===== src/rtl/qsn_85b_pkg.sv =====
`default_nettype none
// ============================================================================
//  Module   : qsn_85b_pkg
//  Purpose  : Shared constants, select-bundle type and shift range reduction
//             for the 85-bit quasi-cyclic shift network control logic.
//  Contents : Z        - circulant size (85)
//             SEL_W    - shift factor / left-right select width (7)
//             MERGE_W  - merge select width (Z-1)
//             Z_SEL    - Z expressed at select width
//             qsn_sel_t    - {left_sel, right_sel, merge_sel}
//             reduce_shift - folds a 7-bit factor into 0..Z-1
//  Revision : 1.0 - initial release
// ============================================================================
package qsn_85b_pkg;

  localparam int unsigned Z       = 85;
  localparam int unsigned SEL_W   = 7;
  localparam int unsigned MERGE_W = Z - 1;

  localparam logic [SEL_W-1:0] Z_SEL = SEL_W'(Z);

  typedef struct packed {
    logic [SEL_W-1:0]   left_sel;
    logic [SEL_W-1:0]   right_sel;
    logic [MERGE_W-1:0] merge_sel;
  } qsn_sel_t;

  // A 7-bit factor never exceeds 127 < 2*Z, so a single conditional
  // subtraction is a full modulo-Z reduction.
  function automatic logic [SEL_W-1:0] reduce_shift(input logic [SEL_W-1:0] s);
    return (s < Z_SEL) ? s : (s - Z_SEL);
  endfunction

endpackage : qsn_85b_pkg
`default_nettype wire


===== src/rtl/qsn_merge_mask_gen_85b.sv =====
`default_nettype none
// ============================================================================
//  Module   : qsn_merge_mask_gen_85b
//  Purpose  : Combinational thermometer mask for the QSN merge network.
//             Bit k is set when e != 0 and k >= Z - e, so the upper e
//             positions of the Z-wide word (excluding bit Z-1, which is always
//             fed by the right network) take the left network's output.
//  Ports    : i_e          [SEL_W-1:0]   effective shift, 0..Z-1
//             o_merge_mask [MERGE_W-1:0] 1 selects left_in[k]
//  Revision : 1.0 - initial release
// ============================================================================
module qsn_merge_mask_gen_85b
  import qsn_85b_pkg::*;
(
  input  logic [SEL_W-1:0]   i_e,
  output logic [MERGE_W-1:0] o_merge_mask
);

  // One extra bit keeps Z - e from wrapping for any legal e.
  logic [SEL_W:0] w_thresh;
  logic           w_nonzero;

  assign w_thresh  = {1'b0, Z_SEL} - {1'b0, i_e};
  assign w_nonzero = (i_e != '0);

  genvar k;
  generate
    for (k = 0; k < MERGE_W; k++) begin : g_bit
      assign o_merge_mask[k] = w_nonzero && ((SEL_W+1)'(k) >= w_thresh);
    end
  endgenerate

endmodule : qsn_merge_mask_gen_85b
`default_nettype wire


===== src/rtl/qsn_ctrl_85b.sv =====
`default_nettype none
// ============================================================================
//  Module   : qsn_ctrl_85b
//  Purpose  : Control side of the 85-bit quasi-cyclic shift network. Accepts
//             one shift factor per valid/ready handshake (forward or inverse
//             rotation), registers the left/right/merge selects for the QSN
//             datapath, and flags when the QSN output registers hold data
//             rotated by the previously consumed select set.
//  Ports    : sys_clk        system clock
//             rstn           asynchronous active-low reset
//             shift_in       requested shift factor
//             inv_in         0 = rotate by s, 1 = rotate by (Z-s) mod Z
//             tag_in         user tag carried with the request
//             in_valid       request valid
//             in_ready       request accepted when in_valid && in_ready
//             left_sel       left shift network select
//             right_sel      right shift network select
//             merge_sel      merge network select (1 = left_in[k])
//             sel_valid      select registers hold a request
//             sel_tag        tag of the current select set
//             out_ready      consumer takes the current select set
//             qsn_out_valid  QSN output flops hold the consumed rotation
//             qsn_out_tag    tag matching qsn_out_valid
//             err_range      sticky: a shift_in >= Z was accepted
//  Revision : 1.0 - initial release
// ============================================================================
module qsn_ctrl_85b
  import qsn_85b_pkg::*;
#(
  parameter int unsigned TAG_W = 8
) (
  input  logic               sys_clk,
  input  logic               rstn,
  input  logic [SEL_W-1:0]   shift_in,
  input  logic               inv_in,
  input  logic [TAG_W-1:0]   tag_in,
  input  logic               in_valid,
  output logic               in_ready,
  output logic [SEL_W-1:0]   left_sel,
  output logic [SEL_W-1:0]   right_sel,
  output logic [MERGE_W-1:0] merge_sel,
  output logic               sel_valid,
  output logic [TAG_W-1:0]   sel_tag,
  input  logic               out_ready,
  output logic               qsn_out_valid,
  output logic [TAG_W-1:0]   qsn_out_tag,
  output logic               err_range
);

  qsn_sel_t           r_sel;
  logic               r_sel_valid;
  logic [TAG_W-1:0]   r_sel_tag;
  logic               r_qsn_out_valid;
  logic [TAG_W-1:0]   r_qsn_out_tag;
  logic               r_err_range;

  logic               w_accept;
  logic               w_consume;
  logic [SEL_W-1:0]   w_sr;
  logic [SEL_W-1:0]   w_e;
  logic [SEL_W-1:0]   w_left;
  logic [MERGE_W-1:0] w_merge;

  // Single register stage: a new request may enter whenever the current
  // set is empty or leaving this cycle.
  assign in_ready  = !r_sel_valid || out_ready;
  assign w_accept  = in_valid && in_ready;
  assign w_consume = r_sel_valid && out_ready;

  // Effective shift in 0..Z-1; the inverse of 0 is 0, not Z.
  assign w_sr   = reduce_shift(shift_in);
  assign w_e    = inv_in ? ((w_sr == '0) ? '0 : (Z_SEL - w_sr)) : w_sr;
  assign w_left = (w_e == '0) ? '0 : (Z_SEL - w_e);

  qsn_merge_mask_gen_85b u_merge_mask (
    .i_e          (w_e),
    .o_merge_mask (w_merge)
  );

  always_ff @(posedge sys_clk or negedge rstn) begin
    if (!rstn) begin
      r_sel           <= '0;
      r_sel_valid     <= 1'b0;
      r_sel_tag       <= '0;
      r_qsn_out_valid <= 1'b0;
      r_qsn_out_tag   <= '0;
      r_err_range     <= 1'b0;
    end else begin
      if (w_accept) begin
        r_sel.left_sel  <= w_left;
        r_sel.right_sel <= w_e;
        r_sel.merge_sel <= w_merge;
        r_sel_tag       <= tag_in;
      end

      if (w_accept) begin
        r_sel_valid <= 1'b1;
      end else if (out_ready) begin
        r_sel_valid <= 1'b0;
      end

      if (w_accept && (shift_in >= Z_SEL)) begin
        r_err_range <= 1'b1;
      end

      // Mirrors the QSN's own output flops: the set consumed at this edge
      // is the data those flops hold during the next cycle.
      r_qsn_out_valid <= w_consume;
      if (w_consume) begin
        r_qsn_out_tag <= r_sel_tag;
      end
    end
  end

  assign left_sel      = r_sel.left_sel;
  assign right_sel     = r_sel.right_sel;
  assign merge_sel     = r_sel.merge_sel;
  assign sel_valid     = r_sel_valid;
  assign sel_tag       = r_sel_tag;
  assign qsn_out_valid = r_qsn_out_valid;
  assign qsn_out_tag   = r_qsn_out_tag;
  assign err_range     = r_err_range;

endmodule : qsn_ctrl_85b
`default_nettype wire

===== config.mk =====
export PLATFORM = sky130hd
export DESIGN_NAME = qsn_ctrl_85b
export DESIGN_NICKNAME = d
export VERILOG_FILES = /design/src/rtl/qsn_85b_pkg.sv /design/src/rtl/qsn_merge_mask_gen_85b.sv /design/src/rtl/qsn_ctrl_85b.sv
export SDC_FILE = /design/constraint.sdc
export NUM_CORES = 1
export LEC_CHECK = 0
export CORE_AREA = 4 4 137 106
export DETAILED_ROUTE_END_ITERATION = 10
export DIE_AREA = 0 0 141 110
export MAX_ROUTING_LAYER = met4
export PLACE_DENSITY = 0.79
export RECOVER_POWER = 100
export REMOVE_ABC_BUFFERS = 1
export SYNTH_ARGS = -nofsm -noshare
export SYNTH_HDL_FRONTEND = slang
export SYNTH_SLANG_ARGS = --single-unit

===== constraint.sdc =====
create_clock -name sys_clk -period 1.8 [get_ports sys_clk]
set_input_delay 0.18 -clock sys_clk [delete_from_list [all_inputs] [get_ports sys_clk]]
set_output_delay 0.18 -clock sys_clk [all_outputs]
set_load 0.01 [all_outputs]

==> results by group <==
Synthesis
  • EDFF count, synth: 0
  • Synth warnings: 0
  • Cell Area, Synth: 5970 um2
  • Seq cells post-synth: 117
  • Main synth FF type: dfrtp_1
  • Register area share after synthesis: 0.491
  • Count of cell types in the netlist: 78
  • Synth async-reset ratio: 1.00
  • Synth Instances: 619
  • Avg Inst Size Synth: ~9.6 um2

Hold path
  • Hold Crit Depth: 4
  • HP Start: shift_in[5]
  • Worst hold path type: input pin to flop
  • Hold endpoint: err_range

Placed design
  • Port Buffers: 137
  • Post-DP HPWL: 15300 um
  • Cell Area, Placed: around 8700 um2
  • Gpl congestion: 0.931

Routing
  • Post-route antenna net violation count: 0
  • Routed vias/inst: between 6 and 7
  • DR top layer: met4
  • DR WL/cell: 21.9 um
  • Via count: 6845
  • Metal3 WL: around 2300 um
  • Final wirelength: 24800 um
  • M1 WL: ~10000 um
  • Met2 wire length: 11400 um
  • Drt first pass iters: 5
  • DRC viols: 0
  • 1st-iter DRT viols: 795

Floorplan
  • Core area: 13000 um2
  • Die area: around 16000 um2
  • Vert. Die Dim: roughly 110 um
  • DIE WIDTH: 141 um
  • Cell Rows: 36
  • Initial Util: 0.460
  • Ports: roughly 140

Clock tree
  • Clk sinks: 117
  • Clk buf depth: 2
  • CTS tree: built
  • CTS clk-pin slew, worst paths: 60 ps
  • H-tree depth: 4
  • Root Buffer: clkbuf_16
  • Clk_lat worst skew: 430 ps
  • CTS buffer count: 17

Cells and area
  • Core Util, Final: 0.815
  • Post-route cell area: roughly 11000 um2
  • Layout cells sized above 1: 0.417
  • Synth-to-Final Area Change: 77.1%
  • Register Area: 2930 um2
  • Diode count: 0
  • Area of the multi-input gates: 3500 um2
  • Fillers: 680
  • Most frequent cells in the layout: buf_4 (149), dlygate4sd3_1 (118), dfrtp_1 (117)
  • # nets final: a little under 1000
  • Leading cell type in the layout, fill and taps excluded: buf_4

Timing
  • Final period util: 1.95
  • Endpoints failing setup: 95
  • Max Clk Rate: between 0.2 and 0.3 GHz
  • Slew HR: 0.0801
  • Final Skew: 8.36 ps
  • Setup WS post-layout: -1710 ps
  • RSZ-0062 raised after global routing: yes
  • Final Hold Vio Count: 0
  • Worst-Margin Slew: 1380 ps
  • Post-layout min period: 3510 ps
  • Hold Slack: about 260 ps
  • Fin Setup TNS: -140520 ps
  • Final Max Tran Viols: 0

Critical path
  • Critical path data arrival time: 3820 ps
  • Crit path launch type: input pin
  • Worst EP required: approximately 2100 ps
  • Worst setup startpoint: shift_in[0]
  • Flop2flop setup slack: -140 ps
  • Critical path class: input pin to flop
  • Reg-to-reg endpoint: merge_sel[83]
  • Worst r2r src: sel_valid
  • Worst-case reg-to-reg path depth: 9
  • CP Max Fanout: 6
  • Worst setup EP type: flop

Pwr
  • Power, Total: 0.0125 W
  • Pleak: between 4 and 5 nW
  • Pwr dens: 1180 nW/um2
  • Max VDD drop: between 800 and 900 uV

Global routing
  • Pin count of the biggest net entering global routing: 64
  • First-pass GRT wire length: about 36000 um
  • Initial antenna violation count: 0
  • Congestion Overflow GR: 0
  • Vias in the first global route: 6667
  • Global Route Usage Sum: 0.308

Outcome
  • Failing checks: negative setup slack
  • Outcome: finished, violations left

Run
  • Maxcap violations: 0
==> power by group <==
| part | internal, W | switching [W] | total, W |
|---|---|---|---|
| combinational | 0.00262 | 0.00263 | 0.00525 |
| sequential | 0.00323 | 0.000398 | 0.00363 |
| clock | 0.00223 | 0.00133 | 0.00357 |
==> flip-flops by register name (all words and copies together) (netlist names) <==
signal / count
err_range: 1
left_sel: 7
merge_sel: 84
qsn_out_tag: 8
qsn_out_valid: 1
right_sel: 7
sel_tag: 8
sel_valid: 1
==> worst max-delay path, stage by stage <==
cell and delay [ps]:
buf_8 80, inv_4 30, ha_4 260, and4b_1 220, or3_4 410, nor4b_4 250
nor2b_1 170, o21ai_1 80, o21ai_1 110, inv_1 90, ha_2 200, or3_4 350
buf_6 140, buf_6 120, o21ai_4 70, a21boi_2 240, o22ai_2 110, buf_6 170
buf_6 120, and4_1 140, a221o_1 260
==> synth_stat cells (all sizes together), types with 3 or more instances <==
master | number | area (um2)
a211oi | 8 | 65.1
a21boi | 4 | 30.0
a21oi | 24 | 124
a221o | 17 | 170
a22o | 18 | 166
a22oi | 4 | 30.0
a311oi | 6 | 58.8
a31oi | 5 | 31.3
and2 | 13 | 83.8
and3 | 3 | 18.8
and4 | 3 | 26.3
buf | 16 | 108
clkbuf | 26 | 97.6
dfrtp | 117 | 2930
ha | 7 | 87.6
inv | 10 | 37.5
mux2 | 8 | 90.1
nand2 | 116 | 445
nand2b | 5 | 31.3
nand3 | 11 | 55.1
nand4 | 7 | 43.8
nor2 | 36 | 135
nor2b | 3 | 18.8
nor3 | 14 | 75.1
nor4 | 5 | 37.5
o211ai | 15 | 118
o21a | 5 | 37.5
o21ai | 54 | 270
o311ai | 6 | 52.6
o31ai | 3 | 27.5
or2 | 4 | 25.0
or3 | 9 | 56.3
xnor2 | 3 | 26.3
==> through the flow <==
stage                     setup WS (ps)  std cells
final                             -1710       1133
after global routing              -1800       1133
after CTS                         -1610       1115
after detailed placement          -2640       1045
after global placement            -2430       1045
after floorplan                   -2670        577
==> kinds of logic after synthesis <==
family / after synthesis / share of synthesized area
AO/OA/AOI/OAI: 192 / 0.240
XOR/XNOR: 4 / 0.00587
flip-flops: 117 / 0.491
adder cells (fa/ha/maj): 7 / 0.0147
multiplexers: 9 / 0.0174
AND/OR/NAND/NOR: 237 / 0.190
buffers and inverters: 53 / 0.0415
==> timing repair <==
item                                    CTS  global route
endpoints found under the setup margin   98            96
pin swaps                                62            59
gates resized for setup                 189           112
gates cloned                              3             0
hold endpoints to repair                117             0
buffers inserted                         35            24
hold buffers                              1             0
==> routing by layer <==
metal,global-route usage,vias to the layer above
met5,-,-
met4,0.124,0
met3,0.0630,112
met2,0.477,461
met1,0.402,3320
li1,-,2952
==> area by class of cell <==
cell class | count | share of cell area
repair buffers | 352 | 0.309
clock buffers | 19 | 0.0419
multi-input cells | 450 | 0.331
well taps | 171 | 0.0202
clock inverters | 13 | 0.0162
inverters | 11 | 0.00474
flip-flops and latches | 117 | 0.277
==> worst max-delay path by stage <==
stage	endpoint	slack (ps)
CTS	merge_sel[81]	-1610
floorplan	merge_sel[27]	-2670
global route	merge_sel[9]	-1800
global placement	merge_sel[83]	-2430
detailed placement	merge_sel[54]	-2640
finish	merge_sel[9]	-1710
(Power assumes the default switching activity.)
